`src/rtl/dmem_arbiter.sv`:
```
// Two-port data-memory arbiter and access sequencer.
// Port 0 (core) and port 1 (debug/DMA) share one memory through round-robin
// arbitration. Byte/half/word requests become word-aligned accesses, and
// sub-word stores are done as read-modify-write. Byte order is big-endian,
// so byte offset 0 is bits [31:24].
//
// Ports:
//   clk, rst                   clock, synchronous active-high reset
//   reqN_valid/ready           request handshake, N = 0 (core), 1 (debug/DMA)
//   reqN_addr/we/size/wdata    request payload (size: 00 byte, 01 half, 10 word)
//   reqN_rvalid/rdata/err      one-cycle response, rdata right-aligned
//   mem_addr/we/wdata          word-aligned memory access, synchronous write
//   mem_rdata                  combinational memory read word
module dmem_arbiter #(
   parameter int unsigned DATA_W    = 32,
   parameter int unsigned ADDR_W    = 32,
   parameter int unsigned MEM_BYTES = 16384
) (
   input  logic              clk,
   input  logic              rst,
   input  logic              req0_valid,
   output logic              req0_ready,
   input  logic [ADDR_W-1:0] req0_addr,
   input  logic              req0_we,
   input  logic [1:0]        req0_size,
   input  logic [DATA_W-1:0] req0_wdata,
   output logic              req0_rvalid,
   output logic [DATA_W-1:0] req0_rdata,
   output logic              req0_err,
   input  logic              req1_valid,
   output logic              req1_ready,
   input  logic [ADDR_W-1:0] req1_addr,
   input  logic              req1_we,
   input  logic [1:0]        req1_size,
   input  logic [DATA_W-1:0] req1_wdata,
   output logic              req1_rvalid,
   output logic [DATA_W-1:0] req1_rdata,
   output logic              req1_err,
   output logic [ADDR_W-1:0] mem_addr,
   output logic              mem_we,
   output logic [DATA_W-1:0] mem_wdata,
   input  logic [DATA_W-1:0] mem_rdata
);

   typedef enum logic [1:0] {StIdle, StRead, StWrite, StResp} state_e;

   localparam logic [1:0] SizeByte = 2'b00;
   localparam logic [1:0] SizeHalf = 2'b01;
   localparam logic [1:0] SizeWord = 2'b10;

   state_e              state_q, state_d;
   logic                prio_q, prio_d;
   logic                id_q, id_d;
   logic [ADDR_W-1:0]   addr_q, addr_d;
   logic                we_q, we_d;
   logic [1:0]          size_q, size_d;
   logic [DATA_W-1:0]   wdata_q, wdata_d;
   logic [DATA_W-1:0]   old_q, old_d;
   logic [DATA_W-1:0]   rdata_q, rdata_d;
   logic                err_q, err_d;

   logic                any_valid;
   logic                grant_id;
   logic [ADDR_W-1:0]   sel_addr;
   logic                sel_we;
   logic [1:0]          sel_size;
   logic [DATA_W-1:0]   sel_wdata;
   logic                sel_err;
   logic [4:0]          shamt;
   logic [DATA_W-1:0]   lane_mask;
   logic [DATA_W-1:0]   load_data;
   logic [DATA_W-1:0]   merge_data;

   // Arbitration and payload select
   always_comb begin
      any_valid = req0_valid | req1_valid;
      if (req0_valid && req1_valid) begin
         grant_id = prio_q;
      end else begin
         grant_id = req1_valid;
      end
      sel_addr  = grant_id ? req1_addr  : req0_addr;
      sel_we    = grant_id ? req1_we    : req0_we;
      sel_size  = grant_id ? req1_size  : req0_size;
      sel_wdata = grant_id ? req1_wdata : req0_wdata;
      sel_err   = (sel_size == 2'b11) ||
                  ((sel_size == SizeHalf) && sel_addr[0]) ||
                  ((sel_size == SizeWord) && (sel_addr[1:0] != 2'b00)) ||
                  (sel_addr >= ADDR_W'(MEM_BYTES));
   end

   // Lane position within the word: big-endian, so offset k sits (3-k) bytes up
   always_comb begin
      unique case (size_q)
         SizeByte: begin
            shamt     = {~addr_q[1:0], 3'b000};
            lane_mask = {{(DATA_W-8){1'b0}}, 8'hFF};
         end
         SizeHalf: begin
            shamt     = {~addr_q[1], 4'b0000};
            lane_mask = {{(DATA_W-16){1'b0}}, 16'hFFFF};
         end
         default: begin
            shamt     = 5'd0;
            lane_mask = '1;
         end
      endcase
      load_data = (mem_rdata >> shamt) & lane_mask;
      if (size_q == SizeWord) begin
         merge_data = wdata_q;
      end else begin
         merge_data = (old_q & ~(lane_mask << shamt)) | ((wdata_q & lane_mask) << shamt);
      end
   end

   // Next-state logic
   always_comb begin
      state_d = state_q;
      prio_d  = prio_q;
      id_d    = id_q;
      addr_d  = addr_q;
      we_d    = we_q;
      size_d  = size_q;
      wdata_d = wdata_q;
      old_d   = old_q;
      rdata_d = rdata_q;
      err_d   = err_q;
      unique case (state_q)
         StIdle: begin
            if (any_valid) begin
               id_d    = grant_id;
               addr_d  = sel_addr;
               we_d    = sel_we;
               size_d  = sel_size;
               wdata_d = sel_wdata;
               prio_d  = ~grant_id;
               err_d   = sel_err;
               rdata_d = '0;
               if (sel_err) begin
                  state_d = StResp;
               end else if (!sel_we || (sel_size != SizeWord)) begin
                  state_d = StRead;
               end else begin
                  state_d = StWrite;
               end
            end
         end
         StRead: begin
            old_d = mem_rdata;
            if (we_q) begin
               state_d = StWrite;
            end else begin
               rdata_d = load_data;
               state_d = StResp;
            end
         end
         StWrite: state_d = StResp;
         StResp:  state_d = StIdle;
         default: state_d = StIdle;
      endcase
   end

   always_ff @(posedge clk) begin
      if (rst) begin
         state_q <= StIdle;
         prio_q  <= 1'b0;
         id_q    <= 1'b0;
         addr_q  <= '0;
         we_q    <= 1'b0;
         size_q  <= 2'b00;
         wdata_q <= '0;
         old_q   <= '0;
         rdata_q <= '0;
         err_q   <= 1'b0;
      end else begin
         state_q <= state_d;
         prio_q  <= prio_d;
         id_q    <= id_d;
         addr_q  <= addr_d;
         we_q    <= we_d;
         size_q  <= size_d;
         wdata_q <= wdata_d;
         old_q   <= old_d;
         rdata_q <= rdata_d;
         err_q   <= err_d;
      end
   end

   // Outputs are forced low while rst is high so an aborted write never lands
   always_comb begin
      req0_ready  = 1'b0;
      req1_ready  = 1'b0;
      req0_rvalid = 1'b0;
      req1_rvalid = 1'b0;
      req0_rdata  = '0;
      req1_rdata  = '0;
      req0_err    = 1'b0;
      req1_err    = 1'b0;
      mem_addr    = '0;
      mem_we      = 1'b0;
      mem_wdata   = '0;
      if (!rst) begin
         mem_addr   = {addr_q[ADDR_W-1:2], 2'b00};
         req0_ready = (state_q == StIdle) && any_valid && !grant_id;
         req1_ready = (state_q == StIdle) && any_valid && grant_id;
         unique case (state_q)
            StWrite: begin
               mem_we    = 1'b1;
               mem_wdata = merge_data;
            end
            StResp: begin
               if (id_q) begin
                  req1_rvalid = 1'b1;
                  req1_rdata  = rdata_q;
                  req1_err    = err_q;
               end else begin
                  req0_rvalid = 1'b1;
                  req0_rdata  = rdata_q;
                  req0_err    = err_q;
               end
            end
            default: ;
         endcase
      end
   end

endmodule
```
`config.mk`:
```
export PLATFORM = sky130hd
export DESIGN_NAME = dmem_arbiter
export DESIGN_NICKNAME = d
export VERILOG_FILES = /design/src/rtl/dmem_arbiter.sv
export SDC_FILE = /design/constraint.sdc
export NUM_CORES = 1
export LEC_CHECK = 0
export CAP_MARGIN = 20
export CORE_UTILIZATION = 47
export DETAILED_ROUTE_END_ITERATION = 10
export PLACE_DENSITY = 0.89
export SKIP_CTS_REPAIR_TIMING = 1
export SLEW_MARGIN = 20
export SYNTH_ARGS = -nofsm -noshare
export SYNTH_HDL_FRONTEND = slang
export SYNTH_SLANG_ARGS = --single-unit
```
`constraint.sdc`:
```
create_clock -name clk -period 3.9 [get_ports clk]
set_input_delay 0.78 -clock clk [delete_from_list [all_inputs] [get_ports clk]]
set_output_delay 0.78 -clock clk [all_outputs]
set_load 0.02 [all_outputs]
```
# Word level (Yosys, flattened, before mapping)
# Cells that the tools add are included.
[classes] magnitude_cmp=1 n_eq_ne=11 shift=3 mux=41 bitwise_logic=9 n_reduce_logical=18
[op_table] operator="two-way mux 32 bit" n=14
[op_table] operator="case mux 32 bit (2 select lines)" n=2
[op_table] operator="AND 32 bit" n=3
[op_table] operator="<< shifter 32 x 5 -> 32 bit" n=2
[op_table] operator=">= comparator 32 x 15 -> 1 bit, second input constant" n=1
[op_table] operator="inverter 32 bit" n=1
[op_table] operator="bitwise OR 32 bit" n=1
[op_table] operator=">> shifter 32 x 5 -> 32 bit" n=1
[op_table] operator="two-way mux 1 bit" n=19
[op_table] operator="equality test 2 bit, second input constant" n=5
[op_table] operator="case mux 5 bit (2 select lines)" n=1
[op_table] operator="two-way mux 2 bit" n=4
[op_table] operator="case mux 2 bit (4 select lines)" n=1
[op_table] operator="equality test 2 x 1 -> 1 bit, second input constant" n=3
[op_table] operator="logical AND 1 bit" n=6
[op_table] operator="inequality test 2 bit, second input constant" n=3
[op_table] operator="logical NOT 2 bit" n=2
[op_table] operator="logical OR 1 bit" n=4
[op_table] operator="nonzero test 2 bit" n=2
[op_table] operator="AND reduction 3 bit" n=1
[op_table] operator="logical NOT 1 bit" n=2
[op_table] operator="inverter 1 bit" n=2
[op_table] operator="inverter 2 bit" n=1
[op_table] operator="AND reduction 2 bit" n=1
[op_table] operator="bitwise OR 1 bit" n=1
[totals] ff_bits=136 inputBits=170 out_inout_bits=135 elab_cells=93

# Logic depth before layout (Yosys ltp)
[depth] depth_word=11 mapped_depth=9 ltp_nobuf=6

# Least setup slack after synthesis
# Ideal clock, no wire load.
[synth_path] kind="input port to output port" start="input rst" end="output mem_wdata[15]" arrival_time_ps=2069 required_ps=3120 path_slack_ps=1051 cell_stages=7 n_path_buf=3 path_cell_list="buf_2 -> nand2b_1 -> clkbuf_1 -> inv_1 -> buf_2 -> o21ai_0 -> a21oi_1"
[synth_between] elab_chain_cells=1
[synth_lines] item="start, declared" line_no="20" text="input logic rst,"
[synth_lines] item="two-way mux 32 bit" line_no="202" text="if (!rst) begin"
[synth_lines] item="end, declared" line_no="41" text="output logic [DATA_W-1:0] mem_wdata,"
# No other way between the ends.

# Final worst setup path
[layout_path] start="register addr_q[1]" end="output mem_wdata[30]"
[layout_between] elab_chain_cells=9 elab_cells_between_ends=11 classes_between="shift: 2; mux: 4; bitwise: 5"
[layout_lines] item="start, declared" line_no="54" text="logic [ADDR_W-1:0] addr_q, addr_d;"
[layout_lines] item="start signal, assigned" line_no="179" text="addr_q <= addr_d;"
[layout_lines] item="inverter 1 bit / inverter 2 bit (equally long branches)" line_no="100, 96"
[layout_lines] item="case mux 5 bit (2 select lines) *" line_no="94" text="unique case (size_q)"
[layout_lines] item="<< shifter 32 x 5 -> 32 bit" line_no="112" text="merge_data = (old_q & ~(lane_mask << shamt)) | ((wdata_q & lane_mask) << shamt);"
[layout_lines] item="inverter 32 bit" line_no="112"
[layout_lines] item="AND 32 bit" line_no="112"
[layout_lines] item="bitwise OR 32 bit *" line_no="112"
[layout_lines] item="two-way mux 32 bit *" line_no="109" text="if (size_q == SizeWord) begin"
[layout_lines] item="two-way mux 32 bit *" line_no="206" text="unique case (state_q)"
[layout_lines] item="two-way mux 32 bit *" line_no="202"
# Every way passes the cells marked *; elsewhere a longest branch is shown, timed or not.

==> flow_metrics.env <==
export IMPL_place_area_um2=10400
export IMPL_finalCritPeriodShare_pct=94.8
export IMPL_grt_pass1_vias=7460
export IMPL_htreeDepth=4
export IMPL_fin_tns_setup_ns=0
export IMPL_ys_warnings_count=0
export IMPL_crit_reg2reg_launch="state_q[1]"
export IMPL_slew_viol_final=0
export IMPL_dpl_hpwl_um=18900
export IMPL_dr_pass1_iters=5
export IMPL_worst_setup_path_type="register to output pin"
export IMPL_p_leak_nw=4.05
export IMPL_startpoint="addr_q[1]"
export IMPL_ctsLongestPathBuffers=2
export IMPL_path_max_fanout=12
export IMPL_instances_no_fill=1343
export IMPL_hold_viol=0
export IMPL_cts_sinks=136
export IMPL_placed_cells=1311
export IMPL_path_clk_slew_ns=0.06
export IMPL_synth_flop_cell="dfxtp_1"
export IMPL_root_buffer="clkbuf_16"
export IMPL_arrival_ns=2.92
export IMPL_syn_instance_count=877
export IMPL_diodes=0
export IMPL_avgSynthCellArea_um2=8.36
export IMPL_grt_pass1_wl_um=40200
export IMPL_post_route_drc_count=0
export IMPL_peakVddDrop_mv=0.458
export IMPL_core_area_um2=15200
export IMPL_area_growth_pct=50.5
export IMPL_cts_tree="yes"
export IMPL_ios=305
export IMPL_crit_end="mem_wdata[30]"
export IMPL_cp_common_cell="a21oi_1"
export IMPL_wl_per_cell_um=19.3
export IMPL_endpoint_kind="output pin"
export IMPL_fp_dieW_um=127
export IMPL_postLayoutCellArea_um2=11000
export IMPL_fin_worst_skew_ns=0.00859
export IMPL_nFillCells=1169
export IMPL_clock_latency_ns=0.42
export IMPL_final_net_count=1316
export IMPL_initial_utilization_pct=48.2
export IMPL_ys_seq_elements=136
export IMPL_cp_slowest_cell="clkdlybuf4s50_1"
export IMPL_layout_min_cycle_time_ns=3.70
export IMPL_track_usage_pct=32.3
export IMPL_ant_nets=0
export IMPL_power_mw=6.23
export IMPL_drive_gt1_share_pct=7.10
export IMPL_antenna_found_initial=0
export IMPL_fmaxAchievable_mhz=270
export IMPL_critPathLaunchType="register"
export IMPL_ys_seq_area_share_pct=37.1
export IMPL_gp_congestion=0.956
export IMPL_relSlewSlack_pct=47.3
export IMPL_reg2reg_to="rdata_q[7]"
export IMPL_min_from="rdata_q[12]"
export IMPL_dieArea_um2=16100
export IMPL_finalWirelength_um=25900
export IMPL_cp_top_family="buffers and inverters"
export IMPL_gr_total_overflow=0
export IMPL_power_density_nw_per_um2=565
export IMPL_critPathRequiredTime_ns=3.12
export IMPL_status="finished, final reports clean"
export IMPL_die_y_um=127
export IMPL_via_count=7914
export IMPL_ys_types=58
export IMPL_placementRows=45
export IMPL_drt_iter0_markers=833
export IMPL_grt_max_degree=81
export IMPL_syn_area_um2=7330
export IMPL_setup_viol=0
export IMPL_vias_per_cell=5.89
export IMPL_portBuffers=302
export IMPL_rsz0062_at_grt="false"
export IMPL_worstMarginPinSlew_ns=0.788
export IMPL_synthArstFlopShare_pct=0
export IMPL_max_stage_delay_ns=0.63
export IMPL_r2r_slack_ns=1.08
export IMPL_hp_class="register to register"
export IMPL_numCtsBuffers=17
export IMPL_synth_edf_count=0
export IMPL_crit_chain="clkinv_1 > a21oi_1 > a22oi_1 > a21oi_1 > clkdlybuf4s50_1"
export IMPL_crit_buf_inv=2
export IMPL_max_cap_violations=0
export IMPL_path_depth=5
export IMPL_reg2reg_depth=7
-- state kept, by name, indices dropped and copies added, names as in the netlist, 2 cells and up --
| signal | flops |
|---|---|
| wdata_q | 32 |
| size_q | 2 |
| addr_q | 32 |
| rdata_q | 32 |
| old_q | 32 |
| state_q | 2 |
-- power breakdown --
part	leakage [nW]	internal (mW)	switching (mW)
sequential	1.11	1.71	0.281
clock	0.304	1.12	0.597
combinational	2.63	1.09	1.43
-- routing by layer --
metal / global-route usage, % / vias to the layer above / routed length, um / share of wire [%]
met5: 0 / - / 0 / 0
met4: 16.0 / 0 / 989 / 3.8
li1: - / 3675 / - / -
met2: 54.5 / 490 / 12600 / 49
met1: 37.9 / 3679 / 9880 / 38
met3: 8.73 / 70 / 2470 / 9.5
-- cells in the final DEF (no fill, tap or decap), types with 6 or more instances in the layout --
| cell | instances |
|---|---|
| nor2b_1 | 32 |
| buf_4 | 22 |
| mux4_2 | 8 |
| dfxtp_1 | 136 |
| clkbuf_16 | 17 |
| a32oi_1 | 7 |
| nor3b_1 | 8 |
| a32o_1 | 6 |
| o21a_1 | 8 |
| nor2_1 | 96 |
| inv_1 | 6 |
| a21oi_1 | 43 |
| mux2i_1 | 33 |
| nand2_1 | 100 |
| nand3_1 | 16 |
| clkdlybuf4s50_1 | 301 |
| o22ai_1 | 8 |
| o2bb2ai_1 | 8 |
| o21ai_0 | 20 |
| a221o_1 | 19 |
| a311oi_1 | 36 |
| and2_0 | 9 |
| a22o_1 | 16 |
| nor4_1 | 8 |
| and2_1 | 84 |
| a22oi_1 | 37 |
| mux2_2 | 8 |
-- stage by stage --
step	utilization (%)	setup WS [ns]	hold WS, ns
3_3_place_gp	68.4	0.466	0.461
5_1_grt	72.6	0.000649	0.490
3_5_place_dp	68.4	0.407	0.462
4_1_cts	72.5	0.249	0.478
6_report	72.6	0.202	0.480
2_1_floorplan	-	1.05	0.436
-- worst reg2reg max path, cell delays in order, from the launching register on --
cell and delay [ns]:
dfxtp_1 0.35, inv_1 0.14, ha_1 0.41, buf_4 0.26, or3b_4 0.43, o211ai_2 0.32
and2b_1 0.61, a22o_1 0.24
-- worst min-delay path by stage --
stage / to / slack (ns) / depth (start not counted)
2_1_floorplan: rdata_q[31] / 0.44 / 2
4_1_cts: rdata_q[12] / 0.48 / 1
5_1_grt: rdata_q[12] / 0.49 / 1
3_5_place_dp: rdata_q[12] / 0.46 / 1
3_3_place_gp: rdata_q[11] / 0.46 / 1
6_report: rdata_q[12] / 0.48 / 1
-- cells in the mapped netlist, types with 2 or more instances --
| master | count | area [um^2] |
|---|---|---|
| mux4_2 | 8 | 180 |
| and2_1 | 84 | 526 |
| or2_2 | 3 | 18.8 |
| buf_2 | 29 | 145 |
| o21a_1 | 9 | 67.6 |
| o22ai_1 | 8 | 50.1 |
| a21oi_1 | 43 | 215 |
| nor3b_1 | 10 | 75.1 |
| ha_1 | 4 | 50.1 |
| o2bb2ai_1 | 8 | 70.1 |
| nor3_1 | 2 | 10.0 |
| mux2i_1 | 33 | 330 |
| a21o_1 | 2 | 15.0 |
| nor2_1 | 98 | 368 |
| buf_4 | 3 | 22.5 |
| inv_1 | 6 | 22.5 |
| nand2b_1 | 4 | 25.0 |
| and2_0 | 9 | 56.3 |
| clkbuf_1 | 33 | 124 |
| a22o_1 | 16 | 140 |
| a22oi_1 | 37 | 278 |
| nor4_1 | 8 | 50.1 |
| or3_1 | 2 | 12.5 |
| a32o_1 | 6 | 60.1 |
| nand4_1 | 3 | 18.8 |
| o21ai_0 | 20 | 100 |
| nand2_1 | 100 | 375 |
| mux2_2 | 8 | 90.1 |
| a32oi_1 | 7 | 61.3 |
| a31oi_1 | 2 | 12.5 |
| buf_6 | 4 | 45.0 |
| a221o_1 | 19 | 190 |
| buf_1 | 8 | 30.0 |
| nand3_1 | 16 | 80.1 |
| a311oi_1 | 36 | 315 |
| nor2b_1 | 32 | 200 |
| dfxtp_1 | 136 | 2720 |
-- final cells by class --
cell class              instances  area (um^2)  share of cell area, %
multi-input cells             657         4240                   38.5
repair buffers                323         3180                   28.8
flip-flops and latches        136         2720                   24.7
clock buffers                  24          482                   4.37
well taps                     188          235                   2.13
clock inverters                 8          143                   1.29
inverters                       7         26.3                  0.238
-- cells by family (layout without fill, tap and decap cells) --
| group | count (synthesis) | in the layout | share of synthesized area [%] |
|---|---|---|---|
| buffers and inverters | 85 | 362 | 5.43 |
| adder cells (fa/ha/maj) | 4 | 4 | 0.683 |
| multiplexers | 49 | 49 | 8.19 |
| AND/OR/NAND/NOR | 381 | 381 | 26.0 |
| other | 1 | 2 | 0.0512 |
| AO/OA/AOI/OAI | 221 | 221 | 22.5 |
| flip-flops | 136 | 136 | 37.1 |
(Power assumes the default switching activity.)
